--- config.mk ---
export PLATFORM = sky130hd
export DESIGN_NAME = rs_branch_multi
export DESIGN_NICKNAME = d
export VERILOG_FILES = /design/src/rtl/rs_branch_multi.sv
export SDC_FILE = /design/constraint.sdc
export NUM_CORES = 2
export LEC_CHECK = 0
export ABC_AREA = 1
export ABC_CLOCK_PERIOD_IN_PS = 2500
export BUFFER_PORTS_ARGS = -buffer_cell sky130_fd_sc_hd__buf_4
export CELL_PAD_IN_SITES_DETAIL_PLACEMENT = 1
export CELL_PAD_IN_SITES_GLOBAL_PLACEMENT = 2
export CORE_ASPECT_RATIO = 1.75
export CORE_UTILIZATION = 31
export CTS_CLUSTER_DIAMETER = 50
export DETAILED_ROUTE_END_ITERATION = 7
export PLACE_DENSITY_LB_ADDON = 0.15
export SYNTH_ARGS = -nofsm -noshare
export SYNTH_HDL_FRONTEND = slang
export SYNTH_SLANG_ARGS = --single-unit
--- constraint.sdc ---
create_clock -name clk -period 2.5 [get_ports clk]
set_input_delay 0.375 -clock clk [delete_from_list [all_inputs] [get_ports clk]]
set_output_delay 0.375 -clock clk [all_outputs]
set_load 0.02 [all_outputs]
--- src/rtl/rs_branch_multi.sv ---
// rs_branch_multi: branch reservation station with result-bus wakeup and single issue per cycle.
// Define RS_BRANCH_AGE_EN to issue the oldest ready entry (age matrix); otherwise the lowest index issues.
module rs_branch_multi #(
    parameter int DEPTH = 4,
    parameter int DATA_W = 32,
    parameter int ADDR_W = 32,
    parameter int TAG_W = 4,
    parameter int OP_W = 6,
    parameter logic [TAG_W-1:0] TAG_FREE = '0
) (
    input  logic              clk,
    input  logic              rst,
    input  logic              rdy,
    input  logic              alloc_en,
    input  logic [OP_W-1:0]   alloc_op,
    input  logic [DATA_W-1:0] alloc_data1,
    input  logic [DATA_W-1:0] alloc_data2,
    input  logic [TAG_W-1:0]  alloc_tag1,
    input  logic [TAG_W-1:0]  alloc_tag2,
    input  logic [ADDR_W-1:0] alloc_pc,
    input  logic [ADDR_W-1:0] alloc_offset,
    input  logic              stall,
    input  logic              flush,
    input  logic              en_alu_rst1,
    input  logic              en_alu_rst2,
    input  logic              en_mem_rst,
    input  logic [TAG_W-1:0]  alu_rst_tag1,
    input  logic [TAG_W-1:0]  alu_rst_tag2,
    input  logic [TAG_W-1:0]  mem_rst_tag,
    input  logic [DATA_W-1:0] alu_rst_data1,
    input  logic [DATA_W-1:0] alu_rst_data2,
    input  logic [DATA_W-1:0] mem_rst_data,
    output logic              full,
    output logic              ex_branch_en,
    output logic [DATA_W-1:0] exsrc1_out,
    output logic [DATA_W-1:0] exsrc2_out,
    output logic [ADDR_W-1:0] expc_out,
    output logic [ADDR_W-1:0] exoffset_out,
    output logic [OP_W-1:0]   exaluop_out
);
    localparam int IDX_W = (DEPTH > 1) ? $clog2(DEPTH) : 1;

    logic [DEPTH-1:0]  busy;
    logic [TAG_W-1:0]  tag1_q   [DEPTH];
    logic [TAG_W-1:0]  tag2_q   [DEPTH];
    logic [DATA_W-1:0] data1_q  [DEPTH];
    logic [DATA_W-1:0] data2_q  [DEPTH];
    logic [ADDR_W-1:0] pc_q     [DEPTH];
    logic [ADDR_W-1:0] offset_q [DEPTH];
    logic [OP_W-1:0]   op_q     [DEPTH];

    // Broadcast buses in wakeup priority order: index 0 wins (alu1, mem, alu2).
    logic [2:0]             bc_en;
    logic [2:0][TAG_W-1:0]  bc_tag;
    logic [2:0][DATA_W-1:0] bc_data;

    assign bc_en   = {en_alu_rst2, en_mem_rst, en_alu_rst1};
    assign bc_tag  = {alu_rst_tag2, mem_rst_tag, alu_rst_tag1};
    assign bc_data = {alu_rst_data2, mem_rst_data, alu_rst_data1};

    function automatic logic [DATA_W+TAG_W-1:0] snoop(
        input logic [TAG_W-1:0]        tag,
        input logic [DATA_W-1:0]       data,
        input logic [2:0]              en,
        input logic [2:0][TAG_W-1:0]   btag,
        input logic [2:0][DATA_W-1:0]  bdata
    );
        logic [DATA_W+TAG_W-1:0] res;
        res = {data, tag};
        if (tag != TAG_FREE) begin
            for (int k = 2; k >= 0; k--) begin
                if (en[k] && (btag[k] == tag)) res = {bdata[k], TAG_FREE};
            end
        end
        return res;
    endfunction

    logic [TAG_W-1:0]  wtag1  [DEPTH];
    logic [TAG_W-1:0]  wtag2  [DEPTH];
    logic [DATA_W-1:0] wdata1 [DEPTH];
    logic [DATA_W-1:0] wdata2 [DEPTH];
    logic [DEPTH-1:0]  ready;

    always_comb begin
        for (int i = 0; i < DEPTH; i++) begin
            {wdata1[i], wtag1[i]} = snoop(tag1_q[i], data1_q[i], bc_en, bc_tag, bc_data);
            {wdata2[i], wtag2[i]} = snoop(tag2_q[i], data2_q[i], bc_en, bc_tag, bc_data);
            ready[i] = busy[i] && (wtag1[i] == TAG_FREE) && (wtag2[i] == TAG_FREE);
        end
    end

    logic [TAG_W-1:0]  atag1, atag2;
    logic [DATA_W-1:0] adata1, adata2;

    assign {adata1, atag1} = snoop(alloc_tag1, alloc_data1, bc_en, bc_tag, bc_data);
    assign {adata2, atag2} = snoop(alloc_tag2, alloc_data2, bc_en, bc_tag, bc_data);

    // Free-slot search uses the registered busy bits, so a slot freed by this cycle's issue is not reused.
    logic [IDX_W-1:0] alloc_idx;
    logic             alloc_go;

    always_comb begin
        alloc_idx = '0;
        for (int i = DEPTH - 1; i >= 0; i--) begin
            if (!busy[i]) alloc_idx = IDX_W'(i);
        end
    end

    assign full     = &busy;
    assign alloc_go = alloc_en && !stall && !full && !flush && rdy;

    logic [DEPTH-1:0] pick;

`ifdef RS_BRANCH_AGE_EN
    // older[i][j] = 1 when entry i was allocated before entry j.
    logic [DEPTH-1:0] older [DEPTH];

    always_comb begin
        for (int i = 0; i < DEPTH; i++) begin
            pick[i] = ready[i];
            for (int j = 0; j < DEPTH; j++) begin
                if ((j != i) && ready[j] && older[j][i]) pick[i] = 1'b0;
            end
        end
    end

    always_ff @(posedge clk or negedge rst) begin
        if (!rst) begin
            for (int i = 0; i < DEPTH; i++) older[i] <= '0;
        end else if (alloc_go) begin
            for (int j = 0; j < DEPTH; j++) begin
                older[alloc_idx][j] <= 1'b0;
                if (j != int'(alloc_idx)) older[j][alloc_idx] <= 1'b1;
            end
        end
    end
`else
    always_comb begin
        pick = '0;
        for (int i = DEPTH - 1; i >= 0; i--) begin
            if (ready[i]) begin
                pick    = '0;
                pick[i] = 1'b1;
            end
        end
    end
`endif

    logic [IDX_W-1:0] issue_idx;
    logic             issue_go;

    always_comb begin
        issue_idx = '0;
        for (int i = 0; i < DEPTH; i++) begin
            if (pick[i]) issue_idx = IDX_W'(i);
        end
    end

    assign issue_go = rdy && !flush && (|pick);

    always_ff @(posedge clk or negedge rst) begin
        if (!rst) begin
            busy <= '0;
            for (int i = 0; i < DEPTH; i++) begin
                tag1_q[i]   <= TAG_FREE;
                tag2_q[i]   <= TAG_FREE;
                data1_q[i]  <= '0;
                data2_q[i]  <= '0;
                pc_q[i]     <= '0;
                offset_q[i] <= '0;
                op_q[i]     <= '0;
            end
        end else if (rdy) begin
            if (flush) begin
                busy <= '0;
            end else begin
                for (int i = 0; i < DEPTH; i++) begin
                    if (busy[i]) begin
                        tag1_q[i]  <= wtag1[i];
                        tag2_q[i]  <= wtag2[i];
                        data1_q[i] <= wdata1[i];
                        data2_q[i] <= wdata2[i];
                    end
                end
                if (issue_go) busy[issue_idx] <= 1'b0;
                if (alloc_go) begin
                    busy[alloc_idx]     <= 1'b1;
                    tag1_q[alloc_idx]   <= atag1;
                    tag2_q[alloc_idx]   <= atag2;
                    data1_q[alloc_idx]  <= adata1;
                    data2_q[alloc_idx]  <= adata2;
                    pc_q[alloc_idx]     <= alloc_pc;
                    offset_q[alloc_idx] <= alloc_offset;
                    op_q[alloc_idx]     <= alloc_op;
                end
            end
        end
    end

    always_ff @(posedge clk or negedge rst) begin
        if (!rst) begin
            ex_branch_en <= 1'b0;
            exsrc1_out   <= '0;
            exsrc2_out   <= '0;
            expc_out     <= '0;
            exoffset_out <= '0;
            exaluop_out  <= '0;
        end else if (rdy) begin
            if (issue_go) begin
                ex_branch_en <= 1'b1;
                exsrc1_out   <= wdata1[issue_idx];
                exsrc2_out   <= wdata2[issue_idx];
                expc_out     <= pc_q[issue_idx];
                exoffset_out <= offset_q[issue_idx];
                exaluop_out  <= op_q[issue_idx];
            end else begin
                ex_branch_en <= 1'b0;
                exsrc1_out   <= '0;
                exsrc2_out   <= '0;
                expc_out     <= '0;
                exoffset_out <= '0;
                exaluop_out  <= '0;
            end
        end
    end

endmodule

==> impl_results.md <==
- Status: finished with violations
- Failing checks: setup timing
- Crit Path Max Fanout: 11
- Reg2reg start: tag2_q[0]
- Pre-antenna DRT Iters: 8
- Setup ws final: -0.4600 ns
- Yosys reg bits: 707
- Hold WS: 0.06992 ns
- Vias in the first global route: 61960
- Yosys warns: 0
- Synth area leader: dfrtp_1
- Detailed Route WL: 343800 um
- CP required: 3.08 ns
- Worst stage delay on the critical path: 0.82 ns
- Die width: 300.3 um
- Die ar.: 0.1574 mm2
- Wire per inst: 32.80 um
- Nature of the critical path endpoint: register
- Post-synth EDFFs: 0
- Register-to-Register Path Depth: 14
- DRT iter0 DRCs: 5835
- TritonCTS clock tree: yes
- CP Data Arrival Time: 3.54 ns
- Switching share of power: 0.3986
- Dpl hpwl: 238600 um
- Pint: 0.02876 W
- Power share of the combinational group: 0.386
- DRC viols: 0
- Synth Net Count: 7626
- Peak VDD IR: 0.0005263 V
- Top FF cell, synth: dfrtp_1
- Slew HR: 0.3291
- TritonCTS buffer count: 93
- Sw power: 0.01906 W
- H-tree Lvls: 3
- Final hold vios: 0
- Worst hold path type: input pin to register
- Most common cell in the synthesized netlist: nand2_1
- Via count: 62080
- Layout fillers: 19160
- Post-Syn Instances: 7367
- Slew Limit Fails: 0
- FP Rows: 191
- Critical Path Sink: data2_q[12]
- R2r endpoint: data2_q[12]
- Worst skew pair latency: 0.76 ns
- Synth top cells by count: nand2_1, o21ai_0, nand3_1
- Antenna Nets Post-Route: 0
- Core area: 0.1546 mm2
- Mean Syn Cell Area: 6.555 um2
- Area delta synth->final: 44.46%
- Clock power frac: 0.310
- Worst path slowest cell: o31ai_2
- Setup TNS: -80.78 ns
- Area contributors post-synth: dfrtp_1, nand2_1, o21ai_0
- CTS max path bufs: 3
- Post-synth cell types: 40
- Post-route clock skew: 0.04861 ns
- Slew @ Worst Pin: 1.000 ns
- Yosys top cell area share: 0.3664
- Root buffer cell: clkbuf_16
- CTS clk-pin slew, worst paths: 0.06 ns
- WHS Path Cells: 5
- Total global routing overflow: 0
- Sequential share of the synthesized area: 0.3664
- CP cell instances: inv_2 -> nand2_1 -> nand2_1 -> nor2_1 -> nand3_2 -> nand2_4 -> buf_4 -> buf_4 -> o31ai_2 -> a21oi_1 -> nand2_1 -> o211ai_1 -> nand3_1 -> o21ai_0
- Critical Path Start: tag2_q[0]
- Crit-path most repeated cell: nand2_1
- First-pass GRT wire length: 462000 um
- Power Dens Cells: 685.6 mW/mm2
- Die Height: 524.1 um
- Leakage: 32.76 nW
- RSZ-0062 raised after global routing: yes
- TritonCTS Sinks: 707
- FF+latch area: 0.01772 mm2
- Share of cells above drive strength 1: 0.2553
- # Max-Cap Violations: 0
- Global Route Usage Sum: 0.4101
- RD Place Congestion: 1.079
- Starting density of the core: 0.3123
- Vias per cell: 5.922
- Max frequency: 337.8 MHz
- Async SR Flop Fraction: 1.000
- Pin count of the biggest net entering global routing: 152
- CP startpoint kind: register
- Netlist Area Pre-Place: 0.04829 mm2
- IO Pins: 395
- R2r setup slk: -0.46 ns
- I/O Buffers: 394
- Reg power frac: 0.303
- Initial antenna violation count: 25
- Multi-input gate area: 0.02807 mm2
- Period utilization: 1.184
- Setup violations, final: 361
- Nets@finish: 8626
- Clock period minus worst slack: 2.960 ns
- Kind of critical path: register to register
[how the worst min path moves through the flow]
stage	start	end
3_5_place_dp	rst	tag1_q[7]
3_3_place_gp	rst	tag1_q[7]
4_1_cts	flush	busy[2]
5_1_grt	flush	busy[2]
2_1_floorplan	rst	busy[0]
6_report	alloc_data2[25]	data2_q[89]
[area by class of cell]
class	instances	area share
multi-input combinational	5441	0.4025
tap	2026	0.03634
clock inverter	43	0.009345
inverter	590	0.03229
sequential	707	0.2540
clock buffer	125	0.03826
timing repair buffer	1534	0.2267
antenna	18	0.0006457
[timing repair]
action                                 in CTS  in global routing
setup endpoints to repair                 373                401
gates resized for setup                   217                558
endpoints found under the hold margin     531                  0
gates cloned                               17                 56
hold buffers                               72                  0
buffers inserted                           70                 70
pin swaps                                  61                163
[through the flow]
step | std cells | total power, W | utilization | cell area, um2 | setup slack, ns
global route | 10470 | 0.04967 | 0.4509 | 69720 | -0.5074
finish | 10480 | 0.04782 | 0.4511 | 69760 | -0.4600
floorplan | 7367 | 0.02251 | - | 48290 | 0.005230
detailed placement | 10040 | 0.03080 | 0.3883 | 60040 | -0.9936
global placement | 10040 | 0.03046 | 0.3883 | 60040 | -1.022
CTS | 10360 | 0.04628 | 0.4267 | 65970 | -0.4024
[state kept, by name, indices dropped and copies added, names as in the netlist]
name          flops
busy              4
data1_q         128
data2_q         128
ex_branch_en      1
exaluop_out       6
exoffset_out     32
expc_out         32
exsrc1_out       32
exsrc2_out       32
offset_q        128
op_q             24
pc_q            128
tag1_q           16
tag2_q           16
[power by group through the flow]
stage,sequential (W),combinational (W),clock [W]
2_1_floorplan,0.0142,0.00833,0
3_5_place_dp,0.0146,0.0162,0
5_1_grt,0.0147,0.0196,0.0154
3_3_place_gp,0.0145,0.0160,0
6_report,0.0145,0.0185,0.0148
4_1_cts,0.0144,0.0169,0.0150
[cells by family (layout without fill, tap and decap cells)]
logic type | count (synthesis) | after routing | share of synthesized area
AO/OA/AOI/OAI | 2283 | 2283 | 0.2596
XOR/XNOR | 24 | 24 | 0.004353
buffers and inverters | 1222 | 2292 | 0.1007
flip-flops | 707 | 707 | 0.3664
other | 0 | 18 | 0
AND/OR/NAND/NOR | 3131 | 3134 | 0.2690
[worst max-delay path, delay by kind of cell (launching register included)]
kind            cells  cell delay (ns)
compound gates      4             1.24
simple gates        7             0.66
buf+inv             3             0.46
flops               1             0.44
[layout by cell type (no fill, tap or decap), types with 39 or more instances in the layout]
cell type	n
a21oi_1	534
dfrtp_1	689
dlygate4sd3_1	72
a22oi_1	40
nand3_2	162
o21ai_1	46
inv_2	39
o21ai_0	1166
inv_1	535
nor2_1	325
nand2_4	50
o211ai_1	143
o31ai_1	96
a31oi_1	43
buf_6	75
nand3_1	641
nand2_1	1720
buf_4	1108
o22ai_1	125
nand2_2	110
clkbuf_16	138
buf_12	197
[layer usage]
layer | GRT usage | vias up | part of all wire
met5 | 0 | - | 0.00015
met4 | 0.3498 | 8 | 0.10
met3 | 0.07011 | 1148 | 0.066
met2 | 0.6724 | 3001 | 0.47
met1 | 0.4627 | 31100 | 0.36
li1 | - | 26830 | -
(Power assumes the default switching activity.)
